### src/rtl/regfile_pkg.sv
// Shared definitions for the register-file writeback path.
package regfile_pkg;

    localparam int REG_ADDR_W = 5;
    localparam int REG_DATA_W = 32;

    // One queued writeback: destination register and the value to write.
    typedef struct packed {
        logic [REG_ADDR_W-1:0] reg_idx;
        logic [REG_DATA_W-1:0] data;
    } wr_req_t;

    // Encoding doubles as the one-hot {B,A} value driven on Granted.
    typedef enum logic [1:0] {
        GRANT_NONE = 2'b00,
        GRANT_A    = 2'b01,
        GRANT_B    = 2'b10
    } grant_src_e;

endpackage

### src/rtl/wb_fifo.sv
// Small synchronous writeback FIFO. Besides the head entry it exposes the
// valid flag and destination of every slot so the owner can build a
// pending-register mask without peeking into the storage itself.
module wb_fifo #(
    parameter int DATA_WIDTH = 32,
    parameter int ADDR_WIDTH = 5,
    parameter int DEPTH      = 2
) (
    input  logic                                 clk,
    input  logic                                 reset,
    input  logic                                 push,
    input  logic [ADDR_WIDTH-1:0]                pushReg,
    input  logic [DATA_WIDTH-1:0]                pushData,
    input  logic                                 pop,
    output logic                                 full,
    output logic                                 empty,
    output logic [ADDR_WIDTH-1:0]                headReg,
    output logic [DATA_WIDTH-1:0]                headData,
    output logic [DEPTH-1:0]                     entryValid,
    output logic [DEPTH-1:0][ADDR_WIDTH-1:0]     entryDest
);

    // One extra pointer bit distinguishes full from empty when the
    // index bits are equal; the pointers simply wrap.
    localparam int IDX_W = $clog2(DEPTH);
    localparam int PTR_W = IDX_W + 1;

    logic [PTR_W-1:0]                 wrPtr;
    logic [PTR_W-1:0]                 rdPtr;
    logic [PTR_W-1:0]                 count;
    logic [DEPTH-1:0][ADDR_WIDTH-1:0] regMem;
    logic [DEPTH-1:0][DATA_WIDTH-1:0] dataMem;
    logic                             doPush;
    logic                             doPop;

    assign count    = wrPtr - rdPtr;
    assign full     = (count == PTR_W'(DEPTH));
    assign empty    = (count == '0);
    assign doPush   = push && !full;
    assign doPop    = pop && !empty;
    assign headReg  = regMem[rdPtr[IDX_W-1:0]];
    assign headData = dataMem[rdPtr[IDX_W-1:0]];
    assign entryDest = regMem;

    // Pointer state: cleared on reset, advanced independently by push and pop.
    always_ff @(posedge clk) begin
        if (reset) begin
            wrPtr <= '0;
            rdPtr <= '0;
        end else begin
            if (doPush) begin
                wrPtr <= wrPtr + PTR_W'(1);
            end
            if (doPop) begin
                rdPtr <= rdPtr + PTR_W'(1);
            end
        end
    end

    // Entry storage: payload only, validity lives entirely in the pointers.
    always_ff @(posedge clk) begin
        if (doPush) begin
            regMem[wrPtr[IDX_W-1:0]]  <= pushReg;
            dataMem[wrPtr[IDX_W-1:0]] <= pushData;
        end
    end

    // A slot is live when its distance from the read pointer is below the fill count.
    always_comb begin
        logic [IDX_W-1:0] offset;
        offset     = '0;
        entryValid = '0;
        for (int i = 0; i < DEPTH; i++) begin
            offset        = IDX_W'(i) - rdPtr[IDX_W-1:0];
            entryValid[i] = ({1'b0, offset} < count);
        end
    end

endmodule

### src/rtl/regfile_write_arbiter.sv
// Shares the register-file write port between the ALU writeback (A) and
// the load writeback (B). Each side queues into its own FIFO; a round-robin
// arbiter drains the heads into a registered write stage, and a mask of
// registers with writes still in flight is exported for decode stalls.
module regfile_write_arbiter
    import regfile_pkg::*;
#(
    parameter int DATA_WIDTH = REG_DATA_W,
    parameter int ADDR_WIDTH = REG_ADDR_W,
    parameter int FIFO_DEPTH = 2
) (
    input  logic                     Clk,
    input  logic                     Reset,
    input  logic                     A_Valid,
    output logic                     A_Ready,
    input  logic [ADDR_WIDTH-1:0]    A_Reg,
    input  logic [DATA_WIDTH-1:0]    A_Data,
    input  logic                     B_Valid,
    output logic                     B_Ready,
    input  logic [ADDR_WIDTH-1:0]    B_Reg,
    input  logic [DATA_WIDTH-1:0]    B_Data,
    output logic                     RegWrite,
    output logic [ADDR_WIDTH-1:0]    WriteRegister,
    output logic [DATA_WIDTH-1:0]    WriteData,
    output logic [2**ADDR_WIDTH-1:0] PendingMask,
    output logic [1:0]               Granted
);

    localparam int NUM_REGS = 2**ADDR_WIDTH;

    logic                                  aPush;
    logic                                  aPop;
    logic                                  aFull;
    logic                                  aEmpty;
    logic [ADDR_WIDTH-1:0]                 aHeadReg;
    logic [DATA_WIDTH-1:0]                 aHeadData;
    logic [FIFO_DEPTH-1:0]                 aEntryValid;
    logic [FIFO_DEPTH-1:0][ADDR_WIDTH-1:0] aEntryDest;

    logic                                  bPush;
    logic                                  bPop;
    logic                                  bFull;
    logic                                  bEmpty;
    logic [ADDR_WIDTH-1:0]                 bHeadReg;
    logic [DATA_WIDTH-1:0]                 bHeadData;
    logic [FIFO_DEPTH-1:0]                 bEntryValid;
    logic [FIFO_DEPTH-1:0][ADDR_WIDTH-1:0] bEntryDest;

    grant_src_e                            grant;
    logic                                  favorB;
    logic                                  contested;
    logic [NUM_REGS-1:0]                   pendingNext;

    // Ready depends only on FIFO occupancy, never on the requester's Valid.
    assign A_Ready = !aFull;
    assign B_Ready = !bFull;

    // Writes to register 0 complete the handshake but are dropped here,
    // so they never reach the write port or the pending mask.
    assign aPush = A_Valid && !aFull && (A_Reg != '0);
    assign bPush = B_Valid && !bFull && (B_Reg != '0);

    assign aPop = (grant == GRANT_A);
    assign bPop = (grant == GRANT_B);

    wb_fifo #(
        .DATA_WIDTH (DATA_WIDTH),
        .ADDR_WIDTH (ADDR_WIDTH),
        .DEPTH      (FIFO_DEPTH)
    ) aFifo (
        .clk        (Clk),
        .reset      (Reset),
        .push       (aPush),
        .pushReg    (A_Reg),
        .pushData   (A_Data),
        .pop        (aPop),
        .full       (aFull),
        .empty      (aEmpty),
        .headReg    (aHeadReg),
        .headData   (aHeadData),
        .entryValid (aEntryValid),
        .entryDest  (aEntryDest)
    );

    wb_fifo #(
        .DATA_WIDTH (DATA_WIDTH),
        .ADDR_WIDTH (ADDR_WIDTH),
        .DEPTH      (FIFO_DEPTH)
    ) bFifo (
        .clk        (Clk),
        .reset      (Reset),
        .push       (bPush),
        .pushReg    (B_Reg),
        .pushData   (B_Data),
        .pop        (bPop),
        .full       (bFull),
        .empty      (bEmpty),
        .headReg    (bHeadReg),
        .headData   (bHeadData),
        .entryValid (bEntryValid),
        .entryDest  (bEntryDest)
    );

    assign contested = !aEmpty && !bEmpty;

    // Grant selection on pre-edge FIFO heads; a same-cycle push is never eligible.
    always_comb begin
        grant = GRANT_NONE;
        if (contested) begin
            grant = favorB ? GRANT_B : GRANT_A;
        end else if (!aEmpty) begin
            grant = GRANT_A;
        end else if (!bEmpty) begin
            grant = GRANT_B;
        end
    end

    // Round-robin pointer: moves to the loser only when both sides competed.
    always_ff @(posedge Clk) begin
        if (Reset) begin
            favorB <= 1'b0;
        end else if (contested) begin
            favorB <= (grant == GRANT_A);
        end
    end

    // Registered write stage; index and data hold their last values when idle.
    always_ff @(posedge Clk) begin
        if (Reset) begin
            RegWrite      <= 1'b0;
            WriteRegister <= '0;
            WriteData     <= '0;
            Granted       <= GRANT_NONE;
        end else begin
            RegWrite <= (grant != GRANT_NONE);
            Granted  <= grant;
            case (grant)
                GRANT_A: begin
                    WriteRegister <= aHeadReg;
                    WriteData     <= aHeadData;
                end
                GRANT_B: begin
                    WriteRegister <= bHeadReg;
                    WriteData     <= bHeadData;
                end
                default: begin
                end
            endcase
        end
    end

    // Pending mask: every live FIFO slot plus the write currently on the port.
    always_comb begin
        pendingNext = '0;
        for (int i = 0; i < FIFO_DEPTH; i++) begin
            if (aEntryValid[i]) begin
                pendingNext[aEntryDest[i]] = 1'b1;
            end
            if (bEntryValid[i]) begin
                pendingNext[bEntryDest[i]] = 1'b1;
            end
        end
        if (RegWrite) begin
            pendingNext[WriteRegister] = 1'b1;
        end
        pendingNext[0] = 1'b0;
    end

    assign PendingMask = pendingNext;

endmodule

### config.mk
export PLATFORM = sky130hd
export DESIGN_NAME = regfile_write_arbiter
export DESIGN_NICKNAME = d
export VERILOG_FILES = /design/src/rtl/regfile_pkg.sv /design/src/rtl/wb_fifo.sv /design/src/rtl/regfile_write_arbiter.sv
export SDC_FILE = /design/constraint.sdc
export NUM_CORES = 1
export LEC_CHECK = 0
export CORE_UTILIZATION = 50
export CTS_BUF_LIST = sky130_fd_sc_hd__clkbuf_16
export DETAILED_ROUTE_END_ITERATION = 12
export MAX_ROUTING_LAYER = met4
export PLACE_DENSITY = 0.76
export SYNTH_ARGS = -nofsm -noshare
export SYNTH_HDL_FRONTEND = slang
export SYNTH_HIERARCHICAL = 1
export SYNTH_SLANG_ARGS = --single-unit
### constraint.sdc
create_clock -name Clk -period 5.7 [get_ports Clk]
set_input_delay 0.57 -clock Clk [delete_from_list [all_inputs] [get_ports Clk]]
set_output_delay 0.57 -clock Clk [all_outputs]
set_load 0.02 [all_outputs]
# [Word level (Yosys, flattened, before mapping)]
# Cells that the tools add are included.
[word_totals] output_inout_bits=74 elab_cells=122 input_bits=78 ff_bits=197
[classes] mux=41 n_addsub=10 n_bitwise=4 eq_ne=4 n_reduce_logical=26 order_cmp=20
[op_table] op="32-bit two-way mux" count=11
[op_table] op="64-bit bitwise mux" count=2
[op_table] op="32-bit bitwise OR" count=4
[op_table] op="32-bit demux with 1-bit select" count=2
[op_table] op="32-bit case mux with 2 select lines" count=1
[op_table] op="5-bit by 6-bit less-than comparator with 1-bit output, second input constant" count=5
[op_table] op="5-bit two-way mux" count=6
[op_table] op="1-bit demux with 5-bit select" count=5
[op_table] op="5-bit by 1-bit >= comparator with 1-bit output, second input constant" count=5
[op_table] op="10-bit bitwise mux" count=2
[op_table] op="1-bit logical AND" count=16
[op_table] op="5-bit demux with 1-bit select" count=2
[op_table] op="5-bit case mux with 2 select lines" count=1
[op_table] op="5-bit nonzero test" count=2
[op_table] op="2-bit by 1-bit adder with 2-bit output, second input constant" count=4
[op_table] op="1-bit by 2-bit less-than comparator with 1-bit output" count=4
[op_table] op="1-bit by 2-bit less-than comparator with 1-bit output, second input constant" count=4
[op_table] op="2-bit two-way mux" count=4
[op_table] op="2-bit equality test, second input constant" count=3
[op_table] op="1-bit two-way mux" count=5
[op_table] op="1-bit zero test" count=4
[op_table] op="2-bit zero test" count=2
[op_table] op="2-bit nonzero test" count=2
[op_table] op="1-bit subtractor, first input constant" count=4
[op_table] op="other kinds (3)" count=5

# [Longest topological paths before layout]
# Gate-level depths: netlist of run 1.
[logic_depth] ltp_word=13 mapped_depth=13

# [Cells and area by module]
# Netlist of run 1, hierarchy kept.
[by_module_without_submodules] module="wb_fifo" n_inst=2 seq_area_each_um2=2302.2 cells_per_inst=157 area_each_um2=2976.6
[by_module_without_submodules] module="regfile_write_arbiter" n_inst=1 seq_area_each_um2=820.8 cells_per_inst=401 area_each_um2=3326.9

# [Worst setup path after synthesis of run 1]
# No wires, ideal clock.
[synth_timing] path_type="reg2reg" start="register aFifo.wrPtr[0]" end="register aFifo/dataMem[0] (netlist bit) (enable)" path_stages_with_launch=8 path_buffers=1 setup_slack_ns=0.865 arrival_time_ns=4.350 required_ns=5.215 setup_time_ns=0.485 cell_sequence="dfxtp_1 > inv_1 > ha_1 > clkbuf_1 > nor2b_1 > inv_1 > o311a_1 > nor3b_1"
[synth_via] elab_chain_len=6
[synth_rtl] element="from (decl)" line_no="wb_fifo.sv:28" source="logic [PTR_W-1:0] wrPtr;"
[synth_rtl] element="from (signal assigned)" line_no="wb_fifo.sv:52" source="wrPtr <= wrPtr + PTR_W'(1);"
[synth_rtl] element="2-bit subtractor" line_no="wb_fifo.sv:36" source="assign count = wrPtr - rdPtr;"
[synth_rtl] element="2-bit equality test" line_no="wb_fifo.sv:37" source="assign full = (count == PTR_W'(DEPTH));"
[synth_rtl] element="net aFull" line_no="regfile_write_arbiter.sv:33" source="logic aFull;"
[synth_rtl] element="1-bit zero test"
[synth_rtl] element="net A_Ready" line_no="regfile_write_arbiter.sv:15" source="output logic A_Ready,"
[synth_rtl] element="1-bit logical AND (2 in series)" line_no="regfile_write_arbiter.sv:60" source="assign aPush = A_Valid && !aFull && (A_Reg != '0);"
[synth_rtl] element="net aPush" line_no="regfile_write_arbiter.sv:31" source="logic aPush;"
[synth_rtl] element="1-bit logical AND" line_no="wb_fifo.sv:39" source="assign doPush = push && !full;"
[synth_rtl] element="to (signal, indexed assignment)" line_no="wb_fifo.sv:64" source="dataMem[wrPtr[IDX_W-1:0]] <= pushData;"
[synth_rtl] element="to (decl)" line_no="wb_fifo.sv:32" source="logic [DEPTH-1:0][DATA_WIDTH-1:0] dataMem;"
# The timed path passes the listed nets, and every way through them passes these cells.
# A chain may end at the register's enable or synchronous reset.

# [Worst setup path after layout of run 1]
[layout_timing] start="register bFifo.rdPtr[0]" end="output port PendingMask[12]"
[layout_via] elab_chain_len=9
[layout_rtl] element="from (decl)" line_no="wb_fifo.sv:29" source="logic [PTR_W-1:0] rdPtr;"
[layout_rtl] element="from (signal assigned)" line_no="wb_fifo.sv:55" source="rdPtr <= rdPtr + PTR_W'(1);"
[layout_rtl] element="2-bit subtractor or 1-bit subtractor (tied branches)" line_no="wb_fifo.sv:36, wb_fifo.sv:74"
[layout_rtl] element="1-bit by 2-bit less-than comparator with 1-bit output *" line_no="wb_fifo.sv:75" source="entryValid[i] = ({1'b0, offset} < count);"
[layout_rtl] element="net bEntryValid[0]" line_no="regfile_write_arbiter.sv:46" source="logic [FIFO_DEPTH-1:0] bEntryValid;"
[layout_rtl] element="32-bit two-way mux *" line_no="regfile_write_arbiter.sv:159" source="if (bEntryValid[i]) begin"
[layout_rtl] element="32-bit bitwise OR (no source line)"
[layout_rtl] element="32-bit two-way mux *" line_no="regfile_write_arbiter.sv:156" source="if (aEntryValid[i]) begin"
[layout_rtl] element="32-bit bitwise OR (no source line)"
[layout_rtl] element="32-bit two-way mux *" line_no="regfile_write_arbiter.sv:159"
[layout_rtl] element="32-bit bitwise OR (no source line)"
[layout_rtl] element="32-bit two-way mux *" line_no="regfile_write_arbiter.sv:163" source="if (RegWrite) begin"
[layout_rtl] element="to (decl)" line_no="regfile_write_arbiter.sv:25" source="output logic [2**ADDR_WIDTH-1:0] PendingMask,"
# Mark *: on every way through the listed nets, which the timed path passes. The rest lies on a longest branch.

==> results.sh, run 1 <==
export IMPL_status="finished with violations"
export IMPL_violations="DRC"
export IMPL_fin_crit_ns=4.095
export IMPL_drt_iter0_drc=401
export IMPL_ys_seq_elements=197
export IMPL_critPathKind="reg -> out"
export IMPL_setup_viol=0
export IMPL_synthDistinctLibCells=35
export IMPL_cts_tree="built"
export IMPL_cp_endpoint="PendingMask[12]"
export IMPL_area_growth_pct=25.05
export IMPL_clock_latency_ns=0.44
export IMPL_clk_path_buf_depth=2
export IMPL_p_comb_frac=0.453
export IMPL_syn_inst=715
export IMPL_die_area_um2=19110
export IMPL_place_inst=1066
export IMPL_ys_seq_area_frac=0.5846
export IMPL_die_y_um=138.2
export IMPL_fin_tns_setup_ns=0
export IMPL_rsz0062_at_grt="no"
export IMPL_grt_usage=0.2718
export IMPL_cts_buffers_inserted=17
export IMPL_cp_start_kind="flop"
export IMPL_worst_path_max_fanout=45
export IMPL_r2r_setup_slack_ns=1.97
export IMPL_yosys_area_top_type="edfxtp_1"
export IMPL_nNetsFinal=943
export IMPL_postCtsSetupBuffers=0
export IMPL_top_level_ports=152
export IMPL_routabilityCongestion=0.9617
export IMPL_grt_pass1_vias=6721
export IMPL_maxSlewHeadroom=0.1474
export IMPL_synth_area_um2=9280
export IMPL_core_um2=18090
export IMPL_ir_worst_vdd_mv=0.3324
export IMPL_synth_area_leaders="edfxtp_1 48%, mux2_2 13%, dfxtp_1 11%"
export IMPL_synth_edff_count=148
export IMPL_synth_top_area_share=0.4789
export IMPL_crit_path_end_kind="primary output"
export IMPL_r2r_end="WriteData[29]$_SDFFE_PP0P_"
export IMPL_finalHoldViolCount=0
export IMPL_hold_path_class="reg -> reg"
export IMPL_antenna_found_initial=0
export IMPL_clk_pin_slew_worst_paths_ns=0.08
export IMPL_dr_pass1_iters=9
export IMPL_synth_net_count=802
export IMPL_grt_start_max_net_pins=56
export IMPL_pwr_density_cell_nw_per_um2=538.3
export IMPL_post_dp_hpwl_um=17110
export IMPL_stdcell_count=1098
export IMPL_pwr_share_clk=0.193
export IMPL_fin_crit_sh=0.7184
export IMPL_portBuffers=150
export IMPL_htreeDepth=4
export IMPL_cts_sinks=197
export IMPL_yosysWarningCount=6
export IMPL_mostFrequentLayoutCells="149 x clkdlybuf4s50_1, 148 x edfxtp_1, 111 x mux2_2"
export IMPL_min_from="WriteData[1]$_SDFFE_PP0P_"
export IMPL_internal_power_uw=3865
export IMPL_wl_per_cell_um=22.55
export IMPL_p_switching_uw=2382
export IMPL_postCtsHoldBufs=0
export IMPL_die_w_um=138.2
export IMPL_timing_fmax_ghz=0.2442
export IMPL_fill_cells=1350
export IMPL_netSwitchingFraction=0.3813
export IMPL_ant_nets=0
export IMPL_finClkSkew_ns=0.01331
export IMPL_reg2regPathDepth=10
export IMPL_cp_data_required_time_ns=5.13
export IMPL_drive_above_1_share=0.2037
export IMPL_syn_area_per_cell_um2=12.98
export IMPL_power_frac_seq=0.354
export IMPL_vias=6576
export IMPL_grt_overflow=0
export IMPL_cp_startpoint="bFifo/rdPtr[0]$_SDFFE_PP0P_"
export IMPL_cts_root_buf="clkbuf_16"
export IMPL_finalPower_uw=6247
export IMPL_final_common_cell="clkdlybuf4s50_1"
export IMPL_via_per_inst=5.989
export IMPL_async_flop_share=0
export IMPL_drc=20
export IMPL_cts_resized=0
export IMPL_rows=49
export IMPL_antennaDiodeCount=0
export IMPL_synth_ff_type="edfxtp_1"
export IMPL_grt_pass1_wl_um=38570
export IMPL_worstPathArrival_ns=3.53
export IMPL_cap_viol_max_count=0
export IMPL_drt_total_wl_um=24760
export IMPL_timing_final_max_slew_violations=0
export IMPL_rr_startpoint="bFifo/rdPtr[0]$_SDFFE_PP0P_"
export IMPL_power_static_leakage_uw=0.004083
export IMPL_initial_core_util=0.5131
export IMPL_tightest_slew_ns=1.273
-- worst min path at each step --
stage / slack, ns / endpoint / cells after the start
2_1_floorplan: 0.46 / favorB$_SDFFE_PP0P_ / 2
3_3_place_gp: 0.48 / favorB$_SDFFE_PP0P_ / 2
3_5_place_dp: 0.49 / WriteData[21]$_SDFFE_PP0P_ / 2
4_1_cts: 0.51 / WriteData[27]$_SDFFE_PP0P_ / 2
5_1_grt: 0.53 / WriteData[1]$_SDFFE_PP0P_ / 2
6_report: 0.51 / WriteData[1]$_SDFFE_PP0P_ / 2
-- per-layer routing --
metal,GRT usage,vias to the layer above,wire length [um]
li1,-,3035,-
met1,0.3322,3253,10540
met2,0.4686,246,12680
met3,0.04607,42,1160
met4,0.06860,0,374
met5,-,-,0
-- power groups by stage --
stage                     clock network [uW]  registers (uW)  logic [uW]
after floorplan                            0            2240        1910
after global placement                     0            2210        2750
after detailed placement                   0            2230        2820
after CTS                               1220            2210        2850
after global routing                    1280            2250        3030
final                                   1210            2210        2830
-- critical path: stages (launching register included) --
cell and delay [ns]:
dfxtp_2 0.32, buf_4 0.49, ha_1 0.26, inv_1 0.04
ha_1 0.25, or2_2 0.35, nand4b_1 0.18, nor3_1 0.06
or4_1 0.56, clkdlybuf4s50_1 0.57
-- cell usage after synthesis (5+ instances only) --
library cell and count:
edfxtp_1 148, mux2_2 111, nor2_1 68, dfxtp_1 49
mux2i_1 41, o22ai_1 28, nand3_1 25, buf_2 24
nand2_1 23, a22oi_1 22, nand4b_1 17, and4bb_2 15
inv_1 15, nand4_1 15, or3_1 14, nor2b_1 12
nor3_1 12, nand2b_1 10, clkbuf_1 9, ha_1 9
a21oi_1 6, nor3b_1 6, nor4b_1 5
-- cells by family (layout without fill, tap and decap cells) --
kind of cell	Yosys count	after routing	share of synthesized area
AO/OA/AOI/OAI	70	70	0.05150
XOR/XNOR	2	2	0.001888
adder cells (fa/ha/maj)	9	9	0.01213
buffers and inverters	49	203	0.02346
flip-flops	197	197	0.5846
multiplexers	152	152	0.1789
other	1	1	0.0004041
AND/OR/NAND/NOR	235	235	0.1471
-- state kept, by name, indices dropped and copies added, names as in the netlist, 5 cells and up --
| signal | flops |
|---|---|
| aFifo/dataMem | 64 |
| bFifo/entryDest | 10 |
| aFifo/entryDest | 10 |
| WriteRegister | 5 |
| WriteData | 32 |
| bFifo/dataMem | 64 |
-- stage by stage --
stage | worst slack [ns] | hold slack [ns] | area (um2) | utilization
6_report | 1.605 | 0.5068 | 11600 | 0.6416
5_1_grt | 1.455 | 0.5259 | 11600 | 0.6416
4_1_cts | 1.596 | 0.5111 | 11600 | 0.6416
3_5_place_dp | 2.049 | 0.4919 | 10990 | 0.6077
3_3_place_gp | 2.087 | 0.4754 | 10990 | 0.6077
2_1_floorplan | 0.8649 | 0.4640 | 9280 | -
-- area by class of cell --
type                       count  area (um2)  area share
sequential                   197        5428      0.4677
clock buffer                  17       425.4     0.03666
multi-input combinational    469        3667      0.3160
inverter                      15       56.30    0.004852
tap                          229       286.5     0.02469
clock inverter                15       187.7     0.01617
timing repair buffer         156        1554      0.1339
(Power assumes the default switching activity.)
==> inputs of run 2 (changes only) <==
==> constraint.sdc (replaced) <==
create_clock -name Clk -period 4.04 [get_ports Clk]
set_input_delay 0.404 -clock Clk [delete_from_list [all_inputs] [get_ports Clk]]
set_output_delay 0.404 -clock Clk [all_outputs]
set_load 0.02 [all_outputs]
==> results.sh, run 2 (synthesized netlist as in run 1, its figures left out) <==
export IMPL_drc=22
export IMPL_critPathKind="reg -> out"
export IMPL_clk_path_buf_depth=2
export IMPL_hold_path_class="reg -> reg"
export IMPL_cp_data_required_time_ns=3.64
export IMPL_violations="DRC"
export IMPL_via_per_inst=5.940
export IMPL_postCtsHoldBufs=0
export IMPL_wl_per_cell_um=21.84
export IMPL_cp_slowest_stage_delay_ns=0.57
export IMPL_fin_crit_ns=3.673
export IMPL_mostFrequentLayoutCells="149 x clkdlybuf4s50_1, 148 x edfxtp_1, 111 x mux2_2"
export IMPL_vias=6558
export IMPL_finClkSkew_ns=0.01566
export IMPL_cap_viol_max_count=0
export IMPL_routabilityCongestion=0.9593
export IMPL_fin_crit_sh=0.9092
export IMPL_ant_nets=0
export IMPL_min_from="WriteData[5]$_SDFFE_PP0P_"
export IMPL_critical_path_depth=7
export IMPL_r2r_setup_slack_ns=0.88
export IMPL_antennaDiodeCount=0
export IMPL_antenna_found_initial=0
export IMPL_timing_final_max_slew_violations=0
export IMPL_drt_total_wl_um=24110
export IMPL_cpMaxStageDelayCell="clkdlybuf4s50_1"
export IMPL_tightest_slew_ns=0.8681
export IMPL_maxSlewHeadroom=0.4213
export IMPL_whs_endpoint="WriteData[5]$_SDFFE_PP0P_"
export IMPL_drive_above_1_share=0.2091
export IMPL_portBuffers=150
export IMPL_cts_root_buf="clkbuf_16"
export IMPL_cts_sinks=197
export IMPL_fin_tns_setup_ns=0
export IMPL_crit_path_end_kind="primary output"
export IMPL_area_growth_pct=25.67
export IMPL_critPathTopFamily="simple AND/OR/NAND/NOR gates"
export IMPL_whs_path_depth=2
export IMPL_initial_core_util=0.5131
export IMPL_cp_num_buf_inv=1
export IMPL_finalPower_uw=8805
export IMPL_grt_overflow=0
export IMPL_worstPathArrival_ns=3.27
export IMPL_timing_fmax_ghz=0.2723
export IMPL_die_w_um=138.2
export IMPL_postCtsSetupBuffers=0
export IMPL_reg2regPathDepth=11
export IMPL_post_dp_hpwl_um=16870
export IMPL_cts_tree="built"
export IMPL_final_common_cell="clkdlybuf4s50_1"
export IMPL_worst_path_max_fanout=8
export IMPL_dr_pass1_iters=10
export IMPL_pwr_density_cell_nw_per_um2=755.0
export IMPL_rsz0062_at_grt="no"
export IMPL_clk_pin_slew_worst_paths_ns=0.08
export IMPL_ir_worst_vdd_mv=0.7280
export IMPL_cts_buffers_inserted=17
export IMPL_clock_latency_ns=0.44
export IMPL_grt_pass1_wl_um=37200
export IMPL_core_um2=18090
export IMPL_cp_startpoint="bFifo/rdPtr[1]$_SDFFE_PP0P_"
export IMPL_die_y_um=138.2
export IMPL_power_static_leakage_uw=0.004115
export IMPL_cp_start_kind="flop"
export IMPL_nNetsFinal=949
export IMPL_setup_viol=0
export IMPL_status="finished with violations"
export IMPL_grt_pass1_vias=6655
export IMPL_rr_startpoint="bFifo/wrPtr[0]$_SDFFE_PP0P_"
export IMPL_fill_cells=1348
export IMPL_r2r_end="WriteData[8]$_SDFFE_PP0P_"
export IMPL_drt_iter0_drc=576
export IMPL_rows=49
export IMPL_htreeDepth=4
export IMPL_die_area_um2=19110
export IMPL_cts_resized=0
export IMPL_grt_usage=0.2652
export IMPL_grt_start_max_net_pins=44
export IMPL_crit_chain="xnor2_1 > ha_1 > or2_2 > nand4_1 > nor3_1 > or4_1 > clkdlybuf4s50_1"
export IMPL_finalHoldViolCount=0
export IMPL_top_level_ports=152
run 2: cell count changes in the layout (fill, tap and decap cells not counted), sizes merged:
cell / delta
buf: +6
clkinv: -2
inv: +2
run 2: worst max-delay path by stage:
stage,endpoint
after floorplan,aFifo/dataMem[32]$_DFFE_PP_
after global placement,PendingMask[24]
after detailed placement,PendingMask[24]
after CTS,PendingMask[24]
after global routing,PendingMask[28]
final,PendingMask[28]
run 2: final cells by class:
type,instances,area [um2],share of cell area
clock inverters,15,175.2,0.01502
inverters,15,56.30,0.004828
multi-input cells,469,3680,0.3155
well taps,229,286.5,0.02457
flip-flops and latches,197,5428,0.4654
clock buffers,17,425.4,0.03648
repair buffers,162,1612,0.1382
run 2: routing by layer:
layer  up-vias  GRT usage  part of all wire
met3        34    0.04572             0.054
li1       3041          -                 -
met4         0    0.09403             0.022
met5         -          -                 0
met2       266     0.4390              0.50
met1      3217     0.3290              0.42
run 2: power breakdown:
part           total [uW]  switching, uW  leakage [uW]  internal, uW
clock                1680            837      0.000294           840
sequential           3110            341       0.00178          2770
combinational        4010           2120       0.00204          1890
total                8800           3300       0.00412          5510
run 2: per-stage QoR:
step | hold WS [ns] | cell area, um2 | utilization | worst slack [ns] | cells
detailed placement | 0.4877 | 11060 | 0.6116 | 0.8375 | 1072
global placement | 0.4730 | 11060 | 0.6116 | 0.9108 | 1072
global route | 0.5295 | 11660 | 0.6448 | 0.1985 | 1104
floorplan | 0.4640 | 9290 | - | 0.3433 | 715
finish | 0.5038 | 11660 | 0.6448 | 0.3670 | 1104
CTS | 0.5107 | 11660 | 0.6448 | 0.3584 | 1104
run 2: tightest hold or removal path, delay by kind of cell (launching register included):
family           cells  cell delay [ns]
and+or+nand+nor      1             0.07
DFF                  1             0.33
muxes                1             0.07
